--- config.mk ---
export PLATFORM = sky130hd
export DESIGN_NAME = branch_resolve_unit
export DESIGN_NICKNAME = d
export VERILOG_FILES = /design/src/rtl/branch_resolve_unit.sv
export SDC_FILE = /design/constraint.sdc
export NUM_CORES = 1
export LEC_CHECK = 0
export BUFFER_PORTS_ARGS = -buffer_cell sky130_fd_sc_hd__clkbuf_2
export CORE_MARGIN = 3
export CORE_UTILIZATION = 25
export CTS_CLUSTER_SIZE = 28
export DETAILED_ROUTE_END_ITERATION = 10
export HOLD_SLACK_MARGIN = 0.1
export SYNTH_ARGS = -nofsm -noshare
export SYNTH_HDL_FRONTEND = slang
export SYNTH_SLANG_ARGS = --single-unit
--- constraint.sdc ---
create_clock -name clk -period 5.3 [get_ports clk]
set_input_delay 1.06 -clock clk [delete_from_list [all_inputs] [get_ports clk]]
set_output_delay 1.06 -clock clk [all_outputs]
set_load 0.05 [all_outputs]
--- src/rtl/branch_resolve_unit.sv ---
// Branch resolve unit: evaluates branch conditions against the committed {N,V,Z}
// flags, stalls one cycle when EX is writing flags, and counts resolved/taken branches.
module branch_resolve_unit #(
   parameter int unsigned ADDR_W   = 16,
   parameter int unsigned OFFSET_W = 9,
   parameter int unsigned CNT_W    = 16
) (
   input  logic                clk,
   input  logic                rst,
   input  logic                br_valid,
   input  logic                br_reg,
   input  logic [2:0]          cond,
   input  logic [ADDR_W-1:0]   pc_next,
   input  logic [OFFSET_W-1:0] offset,
   input  logic [ADDR_W-1:0]   reg_target,
   input  logic [2:0]          flag_current,
   input  logic [2:0]          ex_flag_wen,
   input  logic                flush,
   output logic                br_stall,
   output logic                br_done,
   output logic                br_taken,
   output logic [ADDR_W-1:0]   br_target,
   output logic [CNT_W-1:0]    br_cnt,
   output logic [CNT_W-1:0]    taken_cnt
);

   typedef enum logic {IDLE = 1'b0, HOLD = 1'b1} state_t;

   state_t                state;
   state_t                state_next;
   logic                  hazard;
   logic                  capture;
   logic                  done_next;
   logic                  taken_next;
   logic [ADDR_W-1:0]     target_next;

   logic                  cap_reg;
   logic [2:0]            cap_cond;
   logic [ADDR_W-1:0]     cap_pc;
   logic [OFFSET_W-1:0]   cap_off;
   logic [ADDR_W-1:0]     cap_rt;

   // Condition decode on flags {N,V,Z}
   function automatic logic cond_met(input logic [2:0] c, input logic [2:0] f);
      logic n;
      logic v;
      logic z;
      logic r;
      n = f[2];
      v = f[1];
      z = f[0];
      case (c)
         3'b000:  r = ~z;
         3'b001:  r = z;
         3'b010:  r = ~z & ~n;
         3'b011:  r = n;
         3'b100:  r = z | ~n;
         3'b101:  r = n | z;
         3'b110:  r = v;
         default: r = 1'b1;
      endcase
      return r;
   endfunction

   // Register target, or PC-relative word offset (wraps modulo 2^ADDR_W)
   function automatic logic [ADDR_W-1:0] calc_target(input logic                is_reg,
                                                     input logic [ADDR_W-1:0]   pc,
                                                     input logic [OFFSET_W-1:0] off,
                                                     input logic [ADDR_W-1:0]   rt);
      logic [ADDR_W-1:0] off_sx;
      off_sx = ADDR_W'($signed(off));
      return is_reg ? rt : pc + {off_sx[ADDR_W-2:0], 1'b0};
   endfunction

   // State register
   always_ff @(posedge clk or posedge rst) begin
      if (rst) state <= IDLE;
      else     state <= state_next;
   end

   // Next state, capture enable and resolution result
   always_comb begin
      state_next  = state;
      hazard      = |ex_flag_wen;
      capture     = 1'b0;
      done_next   = 1'b0;
      taken_next  = 1'b0;
      target_next = br_target;
      case (state)
         IDLE: begin
            if (!flush && br_valid) begin
               capture = 1'b1;
               if (hazard) begin
                  state_next = HOLD;
               end else begin
                  done_next   = 1'b1;
                  taken_next  = cond_met(cond, flag_current);
                  target_next = calc_target(br_reg, pc_next, offset, reg_target);
               end
            end
         end
         HOLD: begin
            state_next = IDLE;
            if (!flush) begin
               done_next   = 1'b1;
               taken_next  = cond_met(cap_cond, flag_current);
               target_next = calc_target(cap_reg, cap_pc, cap_off, cap_rt);
            end
         end
         default: state_next = IDLE;
      endcase
   end

   // Stall fetch/decode while waiting for in-flight flags to commit
   assign br_stall = (state == HOLD) |
                     ((state == IDLE) & br_valid & (|ex_flag_wen) & ~flush);

   // Capture the accepted branch for resolution in HOLD
   always_ff @(posedge clk or posedge rst) begin
      if (rst) begin
         cap_reg  <= 1'b0;
         cap_cond <= 3'b000;
         cap_pc   <= '0;
         cap_off  <= '0;
         cap_rt   <= '0;
      end else if (capture) begin
         cap_reg  <= br_reg;
         cap_cond <= cond;
         cap_pc   <= pc_next;
         cap_off  <= offset;
         cap_rt   <= reg_target;
      end
   end

   // Registered resolution outputs; target holds between pulses
   always_ff @(posedge clk or posedge rst) begin
      if (rst) begin
         br_done   <= 1'b0;
         br_taken  <= 1'b0;
         br_target <= '0;
      end else begin
         br_done   <= done_next;
         br_taken  <= taken_next;
         br_target <= target_next;
      end
   end

   // Saturating statistics, updated together with the resolution pulse
   always_ff @(posedge clk or posedge rst) begin
      if (rst) begin
         br_cnt    <= '0;
         taken_cnt <= '0;
      end else if (done_next) begin
         if (br_cnt != '1) br_cnt <= br_cnt + CNT_W'(1);
         if (taken_next && (taken_cnt != '1)) taken_cnt <= taken_cnt + CNT_W'(1);
      end
   end

endmodule

## Word level (Yosys, flattened, before mapping)

Cells that the tools add are included.
Widths: inputs -> output; s select.

- Register bits after elaboration: 96
- Bits of input ports: 55
- Output and inout bits: 51
- Logic and storage cells: 73

- Muxes and demuxes: 21
- Equality and inequality tests: 17
- Bitwise operators: 11
- $add $sub $neg: 4
- Reductions and logical operators: 9

Operator list:

| operator | count |
|---|---|
| $mux 16 | 5 |
| $add 16x1->16 const B | 2 |
| $add 16x16->16 | 2 |
| $ne 16x16->1 const B | 2 |
| $pmux 16 s2 | 1 |
| $eq 3x3->1 const B | 6 |
| $pmux 1 s7 | 2 |
| $eq 3x2->1 const B | 4 |
| $mux 1 | 10 |
| $eq 3x1->1 const B | 2 |
| $logic_not 3->1 | 2 |
| $ne 2x2->1 const B | 3 |
| $pmux 1 s2 | 3 |
| $and 1x1->1 | 4 |
| $not 1->1 | 4 |
| $reduce_and 2->1 | 2 |
| $or 1x1->1 | 3 |
| $reduce_and 3->1 | 1 |
| $reduce_or 3->1 | 1 |
| $logic_and 1x1->1 | 2 |
| $logic_not 1->1 | 1 |

## Depth between registers and ports, before layout

Gate-level depths: netlist (run 1).

- Depth after elaboration: 8
- Depth in mapped cells: 10
- Gate-level depth less buffers: 10

## Worst setup path after synthesis (run 1)

OpenSTA, ideal clock, no wires.

- Kind: input-to-output
- Start point: in flush
- End point: out br_stall
- Arrival: 2,103 ps
- Setup slack: 2,137 ps
- Path buffers: 1
- Stages: 4
- Cells stage by stage: nor3b_1 > clkbuf_1 > o31a_1 > or2_2

- Longest elaborated chain between the ends: 3

Ends and longest elaborated chain:

| element | RTL line | source |
|---|---|---|
| start, declared | 18 | `input logic flush,` |
| $not 1->1 | 116 | `((state == IDLE) & br_valid & (\|ex_flag_wen) & ~flush);` |
| $and 1x1->1 | 116 |  |
| $or 1x1->1 | 115 | `assign br_stall = (state == HOLD) \|` |
| end, declared | 19 | `output logic br_stall,` |

No other way between the ends.

## Worst setup path after layout (run 1)

- Start point: reg state
- End point: out br_stall

- Longest elaborated chain between the ends: 5

Ends and longest elaborated chain:

| element | RTL line | source |
|---|---|---|
| start, declared | 29 | `state_t state;` |
| start signal, assigned | 78 | `else state <= state_next;` |
| $not 1->1 | n/a |  |
| $and 1x1->1 (3 in a row) | 116 |  |
| $or 1x1->1 * | 115 |  |

Mark *: on every way between the ends. The rest lies on a longest branch, timed or not.

==> results of run 1 <==
[power groups by stage]
| stage | logic (uW) | registers [uW] | clock network (uW) |
|---|---|---|---|
| 6_report | 1040 | 1010 | 718 |
| 5_1_grt | 1140 | 1030 | 773 |
| 4_1_cts | 1050 | 1010 | 740 |
| 3_5_place_dp | 1040 | 1030 | 0 |
| 3_3_place_gp | 1030 | 1020 | 0 |
| 2_1_floorplan | 523 | 1250 | 0 |
[cells in the final DEF (no fill, tap or decap), drive strengths merged, types with 9 or more instances in the layout]
cell	instances
clkbuf	116
dfrtp	96
nand2	50
mux2	48
o21ai	35
ha	30
xnor2	29
nor2	22
xor2	21
a21oi	18
nand3	17
inv	16
a21o	14
a211oi	10
and3	9
nand2b	9
[metal layers]
metal  track usage  up-vias  part of all wire
met2        0.1913      120              0.44
met1        0.1658     2180              0.45
met4       0.05413        0             0.029
met3       0.04155       23             0.075
met5             0        -                 0
li1              -     2218                 -
[Yosys cell counts (3+ instances only)]
| cell | number | area (um^2) |
|---|---|---|
| and3_1 | 9 | 56.30 |
| mux2i_1 | 7 | 70.07 |
| inv_1 | 16 | 60.06 |
| xnor2_1 | 29 | 254.0 |
| and4_1 | 5 | 43.79 |
| ha_1 | 30 | 375.4 |
| nand4_1 | 8 | 50.05 |
| o211ai_1 | 6 | 45.04 |
| o2111ai_1 | 3 | 26.28 |
| o21bai_1 | 3 | 22.52 |
| o21ai_0 | 34 | 170.2 |
| a21oi_1 | 18 | 90.09 |
| o21a_1 | 5 | 37.54 |
| o31a_1 | 3 | 26.28 |
| or2_2 | 3 | 18.77 |
| clkbuf_1 | 12 | 45.04 |
| mux2_2 | 47 | 529.3 |
| nand2b_1 | 9 | 56.30 |
| nand2_1 | 50 | 187.7 |
| nor2b_1 | 7 | 43.79 |
| xor2_1 | 21 | 183.9 |
| nand3_1 | 17 | 85.08 |
| nor3_1 | 5 | 25.02 |
| nor4_1 | 4 | 25.02 |
| a31oi_1 | 7 | 43.79 |
| a211oi_1 | 9 | 67.56 |
| and2_1 | 4 | 25.02 |
| a21o_1 | 14 | 105.1 |
| nor2_1 | 22 | 82.58 |
| dfrtp_1 | 96 | 2402 |
| a311oi_1 | 4 | 35.03 |
| buf_2 | 4 | 20.02 |
[cells by family after synthesis]
kind of cell             after synthesis  share of synthesized area
buffers and inverters                 34                    0.02307
flip-flops                            96                     0.4179
XOR/XNOR                              50                    0.07619
AND/OR/NAND/NOR                      158                     0.1471
adder cells (fa/ha/maj)               33                    0.07401
AO/OA/AOI/OAI                        126                     0.1548
multiplexers                          55                     0.1069
[final cells by class]
| type | instances | area [um^2] | share of cell area |
|---|---|---|---|
| tap | 280 | 350.3 | 0.05074 |
| clock inverter | 5 | 80.08 | 0.01160 |
| timing repair buffer | 108 | 548.0 | 0.07938 |
| inverter | 16 | 62.56 | 0.009061 |
| sequential | 96 | 2402 | 0.3480 |
| clock buffer | 11 | 242.7 | 0.03516 |
| multi-input combinational | 422 | 3218 | 0.4661 |
[critical path, cell delays in order (launching register included)]
cell and delay (ns):
dfrtp_1 0.95, nor3b_2 0.14, o31a_1 0.16, or2_2 0.27
clkbuf_2 0.24
[metrics by stage]
| stage | util | area (um^2) | power [uW] | hold slack, ns | cells |
|---|---|---|---|---|---|
| 3_3_place_gp | 0.2961 | 6581 | 2053 | 0.4552 | 922 |
| 6_report | 0.3106 | 6904 | 2769 | 0.4692 | 938 |
| 4_1_cts | 0.3106 | 6904 | 2801 | 0.4754 | 938 |
| 5_1_grt | 0.3106 | 6904 | 2945 | 0.5162 | 938 |
| 3_5_place_dp | 0.2961 | 6581 | 2069 | 0.4604 | 922 |
| 2_1_floorplan | - | 5748 | 1777 | 0.4800 | 552 |
[how the worst min path moves through the flow]
stage                              from                       end  cells past startpoint
6_report       br_target[6]$_DFFE_PP0P_  br_target[6]$_DFFE_PP0P_                      2
4_1_cts        br_target[6]$_DFFE_PP0P_  br_target[6]$_DFFE_PP0P_                      2
5_1_grt          br_cnt[13]$_DFFE_PP0P_    br_cnt[13]$_DFFE_PP0P_                      1
2_1_floorplan     cap_pc[0]$_DFFE_PP0P_     cap_pc[0]$_DFFE_PP0P_                      1
3_5_place_dp   br_target[6]$_DFFE_PP0P_  br_target[6]$_DFFE_PP0P_                      2
3_3_place_gp   br_target[6]$_DFFE_PP0P_  br_target[6]$_DFFE_PP0P_                      2
==> results.md, run 1 <==
- Root Buffer: clkbuf_16
- Hold buffers post-CTS: 0
- Setup TNS: 0 ns
- Crit path kind: flop to output pin
- Top_reg_cell synth: dfrtp_1
- ANT nets after route: 0
- Core box area: 22,230 um^2
- Largest net degree at the start of global routing: just under 60
- RR Startpoint: state$_DFF_PP0_
- Placer congestion estimate: slightly below 0.9
- Initial antenna violation count: 0
- Power Density: 401.0 nW/um^2
- Grt total ovfl: 0
- Sequential Power Share: 0.365
- Int Power: approximately 1700 uW
- Die ar.: approximately 25,000 um^2
- Crit path capture type: output pin
- Clk pwr share: 0.259
- DR iter-0 viols: roughly 200
- P_sw: between 1000 and 1500 uW
- Final setup vio count: 0
- Final Routed Wirelength: 15.28 mm
- Num CTS Buffers: 9
- Logic pwr share: 0.375
- Vias per cell: slightly below 5
- Crit-path max FO: 25
- Number of flops mapped to enable cells by yosys: 0
- Setup Skew: approximately 0.0068 ns
- Worst Setup Slack, final: around 2.1 ns
- Cells after synthesis: between 500 and 600
- Final Hold Viols: 0
- RSZ-0062 raised after global routing: false
- Leakage: around 0.0031 uW
- Number of fill cells: 2,291
- Max-cap viol count: 0
- Crit path DAT: 2.10 ns
- Fmax: about 0.32 GHz
- Nets@finish: 740
- Clk buf depth: 2
- Post-synthesis sequential area ratio: 0.4179
- Htree depth: 3
- Hold WC Path Type: flop to flop
- Clk Latency, worst-skew pair: approximately 0.35 ns
- Yosys warns: 0
- Num ports: 106
- DRC errors left: 0
- CP Capture Point: br_stall
- TritonCTS clock tree: built
- Number of global-route vias before repair: approximately 4,600
- Clk pin slew, worst setup/hold paths: 0.07 ns
- Status: completed
- # port buffers: about 110
- First-pass GRT wire length: ~24 mm
- Tmin final: 3.162 ns
- Net Sw Frac: 0.3983
- DP HPWL: roughly 12 mm
- # diodes: 0
- Crit path launch: state$_DFF_PP0_
- FP Rows: 54
- Initial Utilization: 0.2586
- Synthesized cell area: between 5000 and 6000 um^2
- Ys async rst share: 1.000
- Overall fraction of global-route tracks in use: 0.1265
- Seq cells post-synth: 96
- Req. time, crit path: roughly 4.2 ns
- Distinct cells, synth: 62
- Final Cycle Share: 0.5966
- Die height: around 160 um
- Post-Syn Nets: 639
- Area Growth Syn to Fin: 20.11%
- R2r endpoint: taken_cnt[14]$_DFFE_PP0P_
- Max VDD drop: ~0.18 mV
- Die W: about 160 um
- Number of clock sinks: between 90 and 100
- Share of cells above drive strength 1: 0.2872
- Wire per inst: approximately 16 um
- Synthesized area per cell: about 10 um^2
- Final max-slew violation count: 0
- FF-to-FF setup slack: 2.46 ns
- Detailed-router iteration count before antenna repair: 4
- Total number of vias: between 4,000 and 5,000
- # resized after CTS: 0
- Worst R2R Path Depth: 6
- Post-CTS setup buffer count: 0
- Slew headroom: 0.3779
- CP Launch Type: flop
- Worst-Margin Slew: between 0.9 and 1 ns
- Place WS: 2.107 ns
(Power assumes the default switching activity.)
==> inputs of run 2 (changes only) <==
- clock period: 5.3 -> 2.96 ns (I/O delays scaled with it)
==> run 2 against run 1 <==
Power grew 79%. Critical path depth grew 6. Register-to-register slack lost 2.0 ns. Final cell count grew 0.75%. Routed wire length shrank 0.37%. Utilization grew 0.32 points. Via count grew 0.42%. Largest cell class unchanged.
==> results.md, run 2 (synthesis results as in run 1) <==
- Hold WC Path Type: input pin to async pin
- Req. time, crit path: 3.23 ns (-1.01 ns)
- Overall fraction of global-route tracks in use: 0.1243 (-0.002286)
- Most frequent cells in the layout: clkbuf_2, dfrtp_1, nand2_1
- Tmin final: roughly 2.5 ns
- Htree depth: 3 (unchanged)
- Top layer in use: met4
- DP Area: 6655 um^2 (+1.1%)
- CP Launch Type: flop
- Die height: 157.6 um (unchanged)
- Met3 WL: 743 um (-35%)
- Hold buffers post-CTS: 0 (unchanged)
- Worst R2R Path Depth: 10 (+4)
- ANT nets after route: 0 (unchanged)
- Final Routed Wirelength: 15.23 mm (-0.37%)
- Power Density: 711.0 nW/um^2 (+77%)
- Crit path capture type: flop
- WL met1: 7.416 mm (+6.7%)
- Grt total ovfl: 0 (unchanged)
- Crit-path max FO: 4 (-84%)
- Nets@finish: 748 (+1.1%)
- Final Hold Viols: 0 (unchanged)
- # resized after CTS: 0 (unchanged)
- Die W: 157.6 um (unchanged)
- Initial antenna violation count: 0 (unchanged)
- Crit-path cells: ha_1 > inv_1 > fa_1 > nor2b_1 > o31a_1 > o21ai_0 > a221oi_1 > xor2_1 > nand2b_1 > a21oi_1
- Largest net degree at the start of global routing: 58 (-1.7%)
- Crit path launch: cap_pc[1]$_DFFE_PP0P_
- Number of global-route vias before repair: 4,444 (-3.7%)
- Critical path depth in cells: 10 (+6)
- Placed insts: 930 (+0.87%)
- RR Startpoint: cap_pc[1]$_DFFE_PP0P_
- Root Buffer: clkbuf_16
- Num ports: 106 (unchanged)
- FF-to-FF setup slack: 0.45 ns (-2.01 ns)
- Detailed-router iteration count before antenna repair: 4 (unchanged)
- Clk buf depth: 2 (unchanged)
- Worst path max stage delay: 0.37 ns (-0.58 ns)
- Core box area: 22,230 um^2 (unchanged)
- Final setup vio count: 0 (unchanged)
- Wire per inst: 16.11 um (-1.1%)
- Crit path DAT: 2.78 ns (+0.68 ns)
- Final std cells w/o fill: 945 (+0.75%)
- Commonest non-fill, non-tap cell in the layout: clkbuf_2
- Worst-Margin Slew: 0.6576 ns (-0.2756 ns)
- CP bufs+invs: 1 (unchanged)
- # diodes: 0 (unchanged)
- Clk pin slew, worst setup/hold paths: 0.07 ns (about the same)
- Slew headroom: 0.5616 (+0.1837)
- Post-CTS setup buffer count: 0 (unchanged)
- Worst Setup Slack, final: 0.4531 ns (-1.685 ns)
- Vias per cell: 4.825 (-0.33%)
- TritonCTS clock tree: built
- FP Rows: 54 (unchanged)
- Clk Latency, worst-skew pair: 0.35 ns (about the same)
- RSZ-0062 raised after global routing: false
- Place WS: 0.3649 ns (-1.742 ns)
- Final Cycle Share: 0.8469
- Setup Skew: 0.009431 ns (+0.002644 ns)
- R2r endpoint: br_target[13]$_DFFE_PP0P_
- Number of fill cells: 2,309 (+0.79%)
- Leakage: 0.003186 uW (+1.4%)
- Fmax: approximately 0.4 GHz
- Critical-path top delay cell: fa_1
- Met2 wire length: 6.895 mm (+2.3%)
- Final max-slew violation count: 0 (unchanged)
- Area of the multi-input gates: 3218 um^2 (unchanged)
- Die ar.: 24,850 um^2 (unchanged)
- Placer congestion estimate: 0.8149 (-6.0%)
- Max VDD drop: 0.2910 mV (+66%)
- DP HPWL: 11.69 mm (-1.1%)
- Area Growth Syn to Fin: 21.35%
- Initial Utilization: 0.2586 (unchanged)
- Seq. cell area: 2402 um^2 (unchanged)
- # port buffers: 105 (unchanged)
- DRC errors left: 0 (unchanged)
- Fin area: 6975 um^2 (+1.0%)
- Cell family with most CP delay: compound AO/OA/AOI/OAI gates
- Setup TNS: 0 ns (unchanged)
- DR iter-0 viols: 233 (+18%)
- First-pass GRT wire length: 24.29 mm (-0.67%)
- Crit path kind: flop to flop
- Number of clock sinks: 96 (unchanged)
- CP Capture Point: br_target[13]$_DFFE_PP0P_
- Num CTS Buffers: 9 (unchanged)
- Share of cells above drive strength 1: 0.2962 (+0.009007)
- Status: completed
- Total number of vias: 4,560 (+0.42%)
- Max-cap viol count: 0 (unchanged)
[run 2: changes by cell type in the layout (fill, tap and decap cells not counted), sizes merged]
| cell | before | now |
|---|---|---|
| clkbuf | 116 | 115 |
| inv | 16 | 15 |
| buf | 3 | 11 |
| clkinv | 1 | 2 |
[run 2: worst min path at each step]
| stage | start | endpoint | cells past startpoint |
|---|---|---|---|
| after floorplan | cap_pc[0]$_DFFE_PP0P_ | cap_pc[0]$_DFFE_PP0P_ | 1 |
| after global placement | br_target[6]$_DFFE_PP0P_ | br_target[6]$_DFFE_PP0P_ | 2 |
| after detailed placement | br_target[0]$_DFFE_PP0P_ | br_target[0]$_DFFE_PP0P_ | 2 |
| after CTS | rst | br_target[5]$_DFFE_PP0P_ | 2 |
| after global routing | rst | br_target[5]$_DFFE_PP0P_ | 2 |
| final | rst | br_target[5]$_DFFE_PP0P_ | 2 |
[run 2: final cells by class]
class | count | share of cell area
clock buffers | 10 | 0.03426
inverters | 16 | 0.009148
repair buffers | 116 | 0.08897
clock inverters | 5 | 0.01166
well taps | 280 | 0.05022
multi-input cells | 422 | 0.4613
flip-flops and latches | 96 | 0.3444
[run 2: report_power, final]
| part | internal (uW) | switching, uW |
|---|---|---|
| logic | 670 | 1230 |
| registers | 1560 | 216 |
| clock network | 760 | 521 |
| total | 2990 | 1970 |
[run 2: layer usage]
metal | vias to the layer above | global-route usage
li1 | 2235 | -
met1 | 2208 | 0.1727
met2 | 105 | 0.1962
met3 | 12 | 0.02980
met4 | 0 | 0.02851
met5 | - | 0
[run 2: stage by stage]
| stage | hold WS [ns] | total power, uW | util |
|---|---|---|---|
| floorplan | 0.4800 | 3182 | - |
| global placement | 0.4573 | 3696 | 0.2994 |
| detailed placement | 0.4728 | 3716 | 0.2994 |
| CTS | 0.1085 | 5028 | 0.3138 |
| global route | 0.1135 | 5284 | 0.3138 |
| finish | 0.1235 | 4960 | 0.3138 |
